--- src/rtl/spi_pkg.sv ---
// Shared definitions for the SPI master: command codes, FSM states, status bits.
package spi_pkg;

  localparam logic [1:0] CMD_XFER  = 2'd0;
  localparam logic [1:0] CMD_CS_LO = 2'd1;
  localparam logic [1:0] CMD_CS_HI = 2'd2;
  localparam logic [1:0] CMD_WAIT  = 2'd3;

  typedef enum logic [1:0] {
    S_IDLE  = 2'd0,
    S_LOAD  = 2'd1,
    S_SHIFT = 2'd2
  } state_t;

  localparam int unsigned ST_BUSY    = 0;
  localparam int unsigned ST_TIMEOUT = 1;

  // Byte clocked out while polling, and the "no answer yet" value on MISO.
  localparam logic [7:0] IDLE_BYTE = 8'hFF;

endpackage

--- src/rtl/spi_shifter.sv ---
// SPI mode-0 byte engine: SCLK divider plus 8-bit TX/RX shift registers.
module spi_shifter #(
  parameter int unsigned CLK_DIV = 2
) (
  input  logic       clock,
  input  logic       reset_n,
  input  logic       i_start,
  input  logic [7:0] i_data,
  input  logic       i_miso,
  output logic       o_sclk,
  output logic       o_mosi,
  output logic [7:0] o_rx,
  output logic       o_done_c
);

  localparam int unsigned DIV_W = (CLK_DIV > 1) ? $clog2(CLK_DIV) : 1;

  logic             r_active;
  logic [DIV_W-1:0] r_div;
  logic [2:0]       r_bit;
  logic             r_sclk;
  logic             r_mosi;
  logic [7:0]       r_sh;
  logic [7:0]       r_rx;
  logic             w_tick;

  assign w_tick   = r_active && (r_div == DIV_W'(CLK_DIV - 1));
  // Last falling edge: the received byte is already complete.
  assign o_done_c = w_tick && r_sclk && (r_bit == 3'd7);
  assign o_sclk   = r_sclk;
  assign o_mosi   = r_mosi;
  assign o_rx     = r_rx;

  always_ff @(posedge clock) begin
    if (!reset_n) begin
      r_active <= 1'b0;
      r_div    <= '0;
      r_bit    <= '0;
      r_sclk   <= 1'b0;
      r_mosi   <= 1'b1;
      r_sh     <= '0;
      r_rx     <= '0;
    end else if (i_start) begin
      r_active <= 1'b1;
      r_div    <= '0;
      r_bit    <= '0;
      r_sclk   <= 1'b0;
      r_sh     <= i_data;
      r_mosi   <= i_data[7];
    end else if (r_active) begin
      if (w_tick) begin
        r_div <= '0;
        if (!r_sclk) begin
          r_sclk <= 1'b1;
          r_rx   <= {r_rx[6:0], i_miso};
        end else begin
          r_sclk <= 1'b0;
          if (r_bit == 3'd7) begin
            r_active <= 1'b0;
            r_mosi   <= 1'b1;
          end else begin
            r_bit  <= r_bit + 3'd1;
            r_sh   <= {r_sh[6:0], 1'b1};
            r_mosi <= r_sh[6];
          end
        end
      end else begin
        r_div <= r_div + DIV_W'(1);
      end
    end
  end

endmodule

--- src/rtl/spi.sv ---
// SPI master command engine: trigger synchronizer, command FSM and chip select.
module spi
  import spi_pkg::*;
#(
  parameter int unsigned CLK_DIV    = 2,
  parameter int unsigned WAIT_LIMIT = 256
) (
  input  logic       clock,
  input  logic       reset_n,
  output logic       spi_cs,
  output logic       spi_sclk,
  input  logic       spi_miso,
  output logic       spi_mosi,
  input  logic       spi_sent,
  input  logic [1:0] spi_cmd,
  output logic [7:0] spi_din,
  input  logic [7:0] spi_out,
  output logic [1:0] spi_st
);

  localparam int unsigned CNT_W = $clog2(WAIT_LIMIT + 1);

  state_t           r_state;
  logic             r_sync1;
  logic             r_sync2;
  logic             r_sync_d;
  logic [1:0]       r_cmd;
  logic [7:0]       r_tx;
  logic             r_cs;
  logic [7:0]       r_din;
  logic             r_busy;
  logic             r_timeout;
  logic             r_start;
  logic [CNT_W-1:0] r_count;

  logic       w_trig;
  logic       w_done;
  logic [7:0] w_rx;
  logic [7:0] w_tx_byte;
  logic       w_last_byte;

  assign w_trig      = r_sync2 && !r_sync_d;
  assign w_tx_byte   = (r_cmd == CMD_WAIT) ? IDLE_BYTE : r_tx;
  assign w_last_byte = (r_count == CNT_W'(WAIT_LIMIT - 1));

  assign spi_cs              = r_cs;
  assign spi_din             = r_din;
  assign spi_st[ST_BUSY]     = r_busy;
  assign spi_st[ST_TIMEOUT]  = r_timeout;

  spi_shifter #(.CLK_DIV(CLK_DIV)) u_shifter (
    .clock    (clock),
    .reset_n  (reset_n),
    .i_start  (r_start),
    .i_data   (w_tx_byte),
    .i_miso   (spi_miso),
    .o_sclk   (spi_sclk),
    .o_mosi   (spi_mosi),
    .o_rx     (w_rx),
    .o_done_c (w_done)
  );

  // Synchronizer flops reset to the live input so a held-high trigger is not an edge.
  always_ff @(posedge clock) begin
    if (!reset_n) begin
      r_sync1   <= spi_sent;
      r_sync2   <= spi_sent;
      r_sync_d  <= spi_sent;
      r_state   <= S_IDLE;
      r_cmd     <= CMD_XFER;
      r_tx      <= '0;
      r_cs      <= 1'b1;
      r_din     <= IDLE_BYTE;
      r_busy    <= 1'b0;
      r_timeout <= 1'b0;
      r_start   <= 1'b0;
      r_count   <= '0;
    end else begin
      r_sync1  <= spi_sent;
      r_sync2  <= r_sync1;
      r_sync_d <= r_sync2;
      r_start  <= 1'b0;
      case (r_state)
        S_IDLE: begin
          if (w_trig) begin
            r_cmd     <= spi_cmd;
            r_tx      <= spi_out;
            r_busy    <= 1'b1;
            r_timeout <= 1'b0;
            r_state   <= S_LOAD;
          end
        end
        S_LOAD: begin
          r_count <= '0;
          if (r_cmd == CMD_XFER || r_cmd == CMD_WAIT) begin
            r_start <= 1'b1;
            r_state <= S_SHIFT;
          end else begin
            r_cs    <= (r_cmd == CMD_CS_HI);
            r_busy  <= 1'b0;
            r_state <= S_IDLE;
          end
        end
        S_SHIFT: begin
          if (w_done) begin
            r_din <= w_rx;
            // Keep polling while the slave still answers 0xFF and budget remains.
            if (r_cmd == CMD_WAIT && w_rx == IDLE_BYTE && !w_last_byte) begin
              r_count <= r_count + CNT_W'(1);
              r_start <= 1'b1;
            end else begin
              r_busy    <= 1'b0;
              r_timeout <= (r_cmd == CMD_WAIT) && (w_rx == IDLE_BYTE);
              r_state   <= S_IDLE;
            end
          end
        end
        default: r_state <= S_IDLE;
      endcase
    end
  end

endmodule

--- config.mk ---
export PLATFORM = sky130hd
export DESIGN_NAME = spi
export DESIGN_NICKNAME = d
export VERILOG_FILES = /design/src/rtl/spi_pkg.sv /design/src/rtl/spi_shifter.sv /design/src/rtl/spi.sv
export SDC_FILE = /design/constraint.sdc
export NUM_CORES = 1
export LEC_CHECK = 0
export ABC_CLOCK_PERIOD_IN_PS = 2400
export BUFFER_PORTS_ARGS = -buffer_cell sky130_fd_sc_hd__buf_2
export CELL_PAD_IN_SITES_DETAIL_PLACEMENT = 1
export CELL_PAD_IN_SITES_GLOBAL_PLACEMENT = 1
export CORE_MARGIN = 4
export CORE_UTILIZATION = 40
export DETAILED_ROUTE_END_ITERATION = 16
export GPL_ROUTABILITY_DRIVEN = 1
export PLACE_DENSITY_LB_ADDON = 0.12
export SLEW_MARGIN = 30
export SYNTH_ARGS = -nofsm -noshare
export SYNTH_HDL_FRONTEND = slang
export SYNTH_HIERARCHICAL = 1
export SYNTH_SLANG_ARGS = --single-unit
--- constraint.sdc ---
create_clock -name clock -period 2.4 [get_ports clock]
set_input_delay 0.36 -clock clock [delete_from_list [all_inputs] [get_ports clock]]
set_output_delay 0.36 -clock clock [all_outputs]
set_load 0.05 [all_outputs]
==> results of run 1 <==
-- how the worst max path moves through the flow --
stage                     slack [ns]              from    endpoint
final                           0.09        r_count[0]  r_count[6]
after global routing           -0.05        r_count[0]  r_count[6]
after CTS                       0.01        r_count[0]  r_count[6]
after detailed placement        0.05        r_count[0]  r_count[3]
after global placement          0.10        r_count[0]  r_count[3]
after floorplan                 0.04  u_shifter/o_sclk  r_count[5]
-- final cells by class --
type | instances | area, um2 | area share, %
Multi-Input combinational cell | 215 | 1360 | 43.9
Sequential cell | 58 | 1160 | 37.6
Timing Repair Buffer | 39 | 228 | 7.38
Clock buffer | 13 | 159 | 5.15
Tap cell | 77 | 96.3 | 3.12
Clock inverter | 2 | 60.1 | 1.95
Inverter | 7 | 26.3 | 0.851
-- critical path, delay by kind of cell (launching register included) --
| kind | cells | cell delay, ns |
|---|---|---|
| AOI/OAI and AO/OA | 2 | 0.48 |
| adders and majority gates | 2 | 0.39 |
| DFF | 1 | 0.34 |
| and+or+nand+nor | 4 | 1.02 |
-- state kept, by name (all words and copies together) (netlist names) --
signal and cells:
r_timeout 1, r_cmd 2, u_shifter/r_div 1, r_sync1 1
r_start 1, u_shifter/o_sclk 1, u_shifter/o_mosi 1, r_tx 8
r_count 9, u_shifter/r_active 1, u_shifter/r_bit 3, r_state 2
spi_cs 1, r_sync2 1, u_shifter/o_rx 8, r_busy 1
u_shifter/r_sh 7, spi_din 8, r_sync_d 1
-- layer usage --
metal  global-route usage [%]  vias up  part of all wire [%]
met3                     3.45        9                   2.9
li1                         -     1100                     -
met1                     22.5     1018                    49
met5                        0        -                     0
met4                     7.42        0                   1.6
met2                     26.5       27                    46
-- placed cells by master (no fill, tap or decap), types with 2 or more instances in the layout --
master	Yosys	layout
buf_4	4	13
clkbuf_8	0	11
xor2_1	2	2
o2111ai_1	3	3
a21oi_1	26	24
and3_1	2	2
dfxtp_1	58	58
mux2i_1	20	20
o31ai_1	2	2
or4_4	0	2
inv_1	7	7
ha_1	10	9
or2_2	10	10
a2111o_1	3	3
nor4b_1	2	2
a21oi_2	0	2
nor4_1	4	4
bufinv_16	0	2
nand4b_1	2	2
nand3_1	29	28
buf_2	3	26
clkbuf_1	9	2
nand2b_1	5	5
nor2b_1	12	12
o21ai_0	9	8
nor2_1	8	8
nand2_1	50	50
-- repair_timing --
action                     in CTS  in global routing
buffers inserted                0                  1
setup endpoints to repair       0                 10
resized for setup               0                  7
-- kinds of logic (layout without fill, tap and decap cells) --
logic type / count (synthesis) / in the layout / share of synthesized area [%]
AOI/OAI and AO/OA: 50 / 50 / 11.8
xor gates and xnor gates: 3 / 3 / 1.00
adders and majority gates: 10 / 10 / 4.78
buffers and inverters: 25 / 61 / 4.88
DFF: 58 / 58 / 44.4
muxes: 20 / 20 / 7.66
and+or+nand+nor: 131 / 132 / 25.5
-- power breakdown --
part	leakage (nW)	switching, W	internal [W]	total (W)
clock network	0.110	0.000368	0.000637	0.00100
logic	0.692	0.000120	0.0000724	0.000193
registers	0.470	0.0000160	0.000990	0.00101
total	1.27	0.000504	0.00170	0.00220
-- through the flow --
step / instance area [um2] / util [%]
finish: 3090 / 48.6
global route: 3090 / 48.6
CTS: 3050 / 48.0
detailed placement: 2830 / 44.6
global placement: 2830 / 44.6
floorplan: 2620 / -
==> results.yml, run 1 <==
synthesis:
  synth_edf_count: 0
  synth_cell_types: 38
  synth_top_area_share_pct: 44.4
  synth.top_cells.by_count: "dfxtp_1 (58), nand2_1 (50), nand3_1 (29), a21oi_1 (26), mux2i_1 (20)"
  syn_area_um2: 2620
  synth_nets: 321
  synthFlopType: "dfxtp_1"
  synthArstFlopShare_pct: 0
  netlist_top_cells_area: "dfxtp_1 (44%), mux2i_1 (7.7%), nand2_1 (7.2%)"
  synthCells: 297
  synth_seq_cells: 58
  synth_area_leader_cell: "dfxtp_1"
  yosysMostFrequentCell: "dfxtp_1"
  syn_area_per_cell_um2: 8.80
  yosys_warnings: 6
  yosysSeqAreaShare_pct: 44.4
die:
  die-area_um2: 7900
  ioPinCount: 27
  die_w_um: 88.9
  rows: 29
  die_h_um: 88.9
  start_util_pct: 41.2
  core_area_um2: 6350
cts:
  hold_buffers: 0
  clock-sinks: 58
  root_buffer: "clkbuf_8"
  clock_latency_ns: 0.33
  h-tree-depth: 3
  cts_tree: "done"
  clock_path_buffers: 2
  cts.reportedPaths.clkPinSlew_ns: 0.06
  cts_buffers: 9
finish:
  num-fill-cells: 763
  fin_cells: 411
  area_growth_pct: 18.0
  n_antenna_cell: 0
  drive_gt1_share_pct: 21.6
  final_nets: 354
sta:
  report.final.slew_viol_count: 0
  layout_setup_ws_ns: 0.0926
  hold_viol: 0
  setup_viol: 0
  tightestPinTransition_ns: 0.709
  fin_skew_ns: 0.0111
  fin_crit_sh_pct: 96.1
  fin_crit_ns: 2.31
  setup_tns_ns: 0
  relSlewSlack_pct: 52.3
  timing.fmax_mhz: 433
  rsz0062_at_grt: "yes"
  finalHoldWorstSlack_ns: 0.149
min_path:
  whs_path_depth: 1
  min_from: "spi_sent"
  hp-class: "input pin to flop"
  hold_end: "r_sync1"
worst_setup_path:
  worstPathMaxFanout: 5
  critPathSlowestCell: "or4_4"
  worstPathCellList: "ha_2 -> nand3_2 -> nor2_1 -> ha_1 -> nand4b_1 -> or4_4 -> a211o_2 -> a21oi_1"
  reg2reg_setup_slack_ns: 0.09
  crit_type: "flop to flop"
  required_ns: 2.65
  critPathMaxStageDelay_ns: 0.63
  worstReg2RegEnd: "r_count[6]"
  crit_path_end_kind: "flop"
  crit-reg2reg-launch: "r_count[0]"
  arrival_ns: 2.56
  start_kind: "flop"
  reg2regPathDepth: 8
placement:
  dp.cells: 394
  gp_congestion: 0.702
  hpwl_um: 4230
  port_buffers: 26
  pre_cts_slack_ns: 0.0487
grt:
  grt-ovfl-total: 0
  grt_max_degree: 24
  grt_util_all_layers_pct: 16.9
  grt_pass1_vias: 2178
  grt_pass1_wl_um: 10300
  antenna_found_initial: 0
power_and_ir_drop:
  leakagePower_nw: 1.27
  power_density_nw_per_um2: 714
  vdd_drop_max_uv: 473
  finalPower_w: 0.00220
route:
  wl_per_cell_um: 15.0
  drtIter0Drc: 29
  vias_per_cell: 5.24
  wirelength_um: 6150
  first_pass_iters: 4
  vias: 2154
  drc: 0
  ant_nets: 0
job:
  cap_violations: 0
outcome:
  outcome: "finished clean"
Note: power is estimated with default switching activity, not from simulation.
==> inputs of run 2 (changes only) <==
--- a/config.mk
+++ b/config.mk
@@ -9,6 +9,7 @@
 export BUFFER_PORTS_ARGS = -buffer_cell sky130_fd_sc_hd__buf_2
 export CELL_PAD_IN_SITES_DETAIL_PLACEMENT = 1
 export CELL_PAD_IN_SITES_GLOBAL_PLACEMENT = 1
+export CORE_ASPECT_RATIO = 1.5
 export CORE_MARGIN = 4
 export CORE_UTILIZATION = 40
 export DETAILED_ROUTE_END_ITERATION = 16
==> results.yml, run 2 (synthesis gave the netlist of run 1 again) <==
cts:
  cts_buffers: 9
  clock_path_buffers: 2
  clock_latency_ns: 0.34
  h-tree-depth: 3
  clock-sinks: 58
  hold_buffers: 0
  root_buffer: "clkbuf_8"
  cts_tree: "done"
  cts.reportedPaths.clkPinSlew_ns: 0.06
grt:
  grt_max_degree: 25
  grt.busiest_layer: "met2"
  grt-ovfl-total: 0
  use_met2_pct: 27.2
  grtUsageMet1_pct: 20.8
  grt_util_all_layers_pct: 17.0
  grt_pass1_wl_um: 10300
  antenna_found_initial: 0
  grt_pass1_vias: 2201
  met3_usage_pct: 3.94
sta:
  fin_crit_ns: 2.29
  report.final.slew_viol_count: 0
  tightestPinTransition_ns: 0.478
  hold_viol: 0
  relSlewSlack_pct: 68.1
  finalHoldWorstSlack_ns: 0.132
  fin_skew_ns: 0.00657
  timing.fmax_mhz: 436
  fin_crit_sh_pct: 95.5
  setup_viol: 0
die:
  die_h_um: 107
  start_util_pct: 41.8
  core_area_um2: 6260
  die-area_um2: 7920
  rows: 35
  ioPinCount: 27
  die_w_um: 74.0
worst_setup_path:
  worstReg2RegEnd: "r_count[4]"
  worstPathMaxFanout: 5
  worstPathCellList: "ha_2 -> nand3_2 -> nor2_1 -> ha_1 -> nand4b_1 -> or4_4 -> a2111o_1 -> nand2_1"
  reg2reg_setup_slack_ns: 0.11
  endpoint: "r_count[4]"
  reg2regPathDepth: 8
  start_kind: "flop"
  crit_type: "flop to flop"
  crit_path_end_kind: "flop"
  critPathMaxStageDelay_ns: 0.63
  arrival_ns: 2.58
  critPathSlowestCell: "or4_4"
  required_ns: 2.69
  crit_path_start: "r_count[0]"
  crit-reg2reg-launch: "r_count[0]"
route:
  vias_per_cell: 5.28
  first_pass_iters: 4
  wl_per_cell_um: 14.5
  vias: 2177
  drc: 0
  drtIter0Drc: 72
  wirelength_um: 5980
  ant_nets: 0
placement:
  port_buffers: 26
  hpwl_um: 4290
  gp_congestion: 0.678
finish:
  area_growth_pct: 18.8
  n_antenna_cell: 0
  final_nets: 357
  largest_register: "r_count"
  final_cell_mix: "dfxtp_1 (56), nand2_1 (50), nand3_1 (28)"
  largest_reg_flops: 9
  drive_gt1_share_pct: 23.4
  final_common_cell: "dfxtp_1"
min_path:
  hp-class: "input pin to flop"
power_and_ir_drop:
  finalPower_w: 0.00220
  vdd_drop_max_uv: 356
  leakagePower_nw: 1.29
  power_density_nw_per_um2: 708
job:
  cap_violations: 0
outcome:
  outcome: "finished clean"
## run 2: cell type report
type | instances | area (um2)
inverter | 7 | 26.3
multi-input combinational | 215 | 1360
clock inverter | 6 | 80.1
fill | 742 | 3160
tap | 74 | 92.6
sequential | 58 | 1160
clock buffer | 10 | 138
timing repair buffer | 42 | 250
## run 2: critical path: cells and delay by family (launching register included)
family	cells	cell delay, ns
adders and majority gates	2	0.37
and+or+nand+nor	5	1.10
DFF	1	0.34
AOI/OAI and AO/OA	1	0.43
## run 2: worst min path at each step
| stage | slack [ns] | end | from | cells after the start |
|---|---|---|---|---|
| finish | 0.13 | r_sync1 | spi_sent | 1 |
| global route | 0.12 | r_sync1 | spi_sent | 1 |
| CTS | 0.11 | r_sync1 | spi_sent | 1 |
| detailed placement | 0.42 | r_sync2 | r_sync1 | 2 |
| global placement | 0.42 | r_sync_d | r_sync2 | 2 |
| floorplan | 0.39 | r_sync1 | spi_sent | 0 |
## run 2: repair_timing
item                                   CTS  global route
setup endpoints to repair                0            10
endpoints found under the hold margin    0             0
resized for setup                        0             7
buffers inserted                         0             1
## run 2: metal layers
| metal | share of wire, % | routed length [um] |
|---|---|---|
| met4 | 2.6 | 158 |
| met3 | 2.5 | 147 |
| met2 | 51 | 3030 |
| met1 | 44 | 2640 |
| met5 | 0 | 0 |
## run 2: power by group
| group | switching (W) | internal (W) |
|---|---|---|
| clock | 0.000390 | 0.000605 |
| sequential | 0.0000150 | 0.000990 |
| combinational | 0.000122 | 0.0000768 |
## run 2: per-stage QoR
stage | TNS [ns] | cells | setup slack (ns) | area, um2 | util [%]
after global routing | -0.00644 | 412 | -0.00644 | 3110 | 49.6
after global placement | 0 | 394 | 0.107 | 2850 | 45.5
after detailed placement | 0 | 394 | 0.0378 | 2850 | 45.5
after floorplan | 0 | 297 | 0.0407 | 2620 | -
final | 0 | 412 | 0.108 | 3110 | 49.6
after CTS | 0 | 410 | 0.0296 | 3070 | 49.0
==> inputs of run 3 (changes only) <==
--- a/config.mk
+++ b/config.mk
@@ -18,5 +18,4 @@
 export SLEW_MARGIN = 30
 export SYNTH_ARGS = -nofsm -noshare
 export SYNTH_HDL_FRONTEND = slang
-export SYNTH_HIERARCHICAL = 1
 export SYNTH_SLANG_ARGS = --single-unit
==> results.yml, run 3 <==
route:
  wirelength_um: 6090
  first_pass_iters: 4
  wl_per_cell_um: 15.5
  vias_per_cell: 5.41
  ant_nets: 0
  drtIter0Drc: 127
  vias: 2125
  drc: 0
synthesis:
  synthCells: 281
  yosysMostFrequentCell: "dfxtp_1"
  synth_nets: 305
  netlist_top_cells_area: "dfxtp_1 (46%), mux2i_1 (8.7%), nand2_1 (7.6%)"
  synth_compound_area_share_pct: 11.5
  synth-xor-area-share_pct: 1.04
  synth_area_leader_cell: "dfxtp_1"
  yosys.area_share.simple_pct: 21.8
  synth_edf_count: 0
  synthFlopType: "dfxtp_1"
  muxShareOfSynthArea_pct: 11.4
  yosysSeqAreaShare_pct: 45.9
  synth_top_area_share_pct: 45.9
  synthArstFlopShare_pct: 0
  syn_area_per_cell_um2: 9.01
  synth.top_cells.by_count: "dfxtp_1 (58), nand2_1 (51), nor2_1 (28), mux2i_1 (22), a21oi_1 (18)"
  synth_top_family_by_area: "simple AND/OR/NAND/NOR gates"
  syn_area_um2: 2530
  yosys_warnings: 0
  synth_cell_types: 42
  synth_seq_cells: 58
  synth_adder_area_share_pct: 4.94
finish:
  largest_reg_flops: 9
  num-fill-cells: 770
  fin_cells: 393
  drive_gt1_share_pct: 20.1
  n_antenna_cell: 0
  largest_register: "r_count"
  final_cell_mix: "dfxtp_1 (56), nand2_1 (51), nor2_1 (28)"
  final_nets: 339
  area_growth_pct: 16.5
  fin_util_pct: 48.1
  final_common_cell: "dfxtp_1"
placement:
  hpwl_um: 4200
  gp_congestion: 0.713
  port_buffers: 26
  dp.cells: 374
worst_setup_path:
  critPathTopFamily: "simple AND/OR/NAND/NOR gates"
  critPathSlowestCell: "or4_4"
  path_buf_inv: 0
  required_ns: 2.67
  critPathMaxStageDelay_ns: 0.56
  start_kind: "flop"
  crit_path_end_kind: "flop"
  worstPathCellList: "and4_1 -> nand2_1 -> nor2_1 -> ha_1 -> nand4b_1 -> or4_4 -> or4_1 -> a21oi_1"
  crit_type: "flop to flop"
  worstPathMaxFanout: 7
  arrival_ns: 2.58
cts:
  hold_buffers: 0
  cts_buffers: 9
  h-tree-depth: 3
  clock-sinks: 58
  clock_latency_ns: 0.34
  cts.reportedPaths.clkPinSlew_ns: 0.06
  clock_path_buffers: 2
  cts_tree: "done"
  root_buffer: "clkbuf_8"
sta:
  fin_skew_ns: 0.00701
  tightestPinTransition_ns: 0.632
  report.final.slew_viol_count: 0
  hold_viol: 0
  timing.fmax_mhz: 434
  fin_crit_sh_pct: 96.1
  relSlewSlack_pct: 57.8
  setup_viol: 0
  fin_crit_ns: 2.31
grt:
  use_met2_pct: 31.1
  grt_pass1_wl_um: 10400
  grt_util_all_layers_pct: 17.5
  met3_usage_pct: 3.15
  grt.busiest_layer: "met2"
  grtUsageMet1_pct: 19.3
  grt_max_degree: 28
  grt_pass1_vias: 2198
  antenna_found_initial: 0
  grt-ovfl-total: 0
die:
  ioPinCount: 27
  die_w_um: 73.0
  rows: 35
  start_util_pct: 41.3
  core_area_um2: 6130
  die_h_um: 105
  die-area_um2: 7690
power_and_ir_drop:
  vdd_drop_max_uv: 370
  leakagePower_nw: 1.24
  power_density_nw_per_um2: 763
job:
  cap_violations: 0
min_path:
  hp-class: "input pin to flop"
outcome:
  outcome: "finished clean"
-- run 3: report_power, final --
| group | total [W] | leakage (nW) | internal [W] | switching, W |
|---|---|---|---|---|
| Sequential | 0.00107 | 0.472 | 0.00102 | 0.0000507 |
| Combinational | 0.000386 | 0.681 | 0.000150 | 0.000236 |
| Clock | 0.000789 | 0.0920 | 0.000420 | 0.000369 |
| Total | 0.00225 | 1.24 | 0.00159 | 0.000656 |
-- run 3: layout make-up --
cell class	count	area, um2	area share [%]
Multi-Input combinational cell	202	1290	43.7
Sequential cell	58	1160	39.5
Timing Repair Buffer	36	203	6.87
Clock buffer	12	155	5.26
Tap cell	74	92.6	3.14
Inverter	8	30.0	1.02
Clock inverter	3	15.0	0.509
-- run 3: worst paths after layout --
kind,cells after the start,slack (ns),end,startpoint
min,1,0.14,r_sync1,spi_sent
max,8,0.09,r_count[7],r_count[5]
min reg2reg,2,0.43,r_sync2,r_sync1
max reg2reg,8,0.09,r_count[7],r_count[5]
-- run 3: timing repair --
action,in CTS,in global routing
setup buffers,0,4
endpoints found under the setup margin,0,3
resized for setup,0,3
-- run 3: cell families after synthesis --
kind of cell,Yosys count
xor+xnor,3
compound gates,44
flops,58
simple gates,117
mux,28
fa+ha+maj,10
buf+inv,21
-- run 3: layer usage --
layer	vias to the layer above	part of all wire [%]
met3	11	2.6
met5	-	0
met4	0	2.5
met2	27	55
met1	1041	40
li1	1046	-
-- run 3: through the flow --
step	total power [W]	instance area (um2)	setup slack [ns]	hold slack [ns]	TNS, ns
final	0.00225	2950	0.0936	0.143	0
after global routing	0.00237	2950	-0.0253	0.139	-0.0436
after global placement	0.00148	2740	0.226	0.410	0
after detailed placement	0.00149	2740	0.155	0.417	0
after CTS	0.00228	2910	0.0984	0.134	0
after floorplan	0.00138	2530	0.336	0.388	0
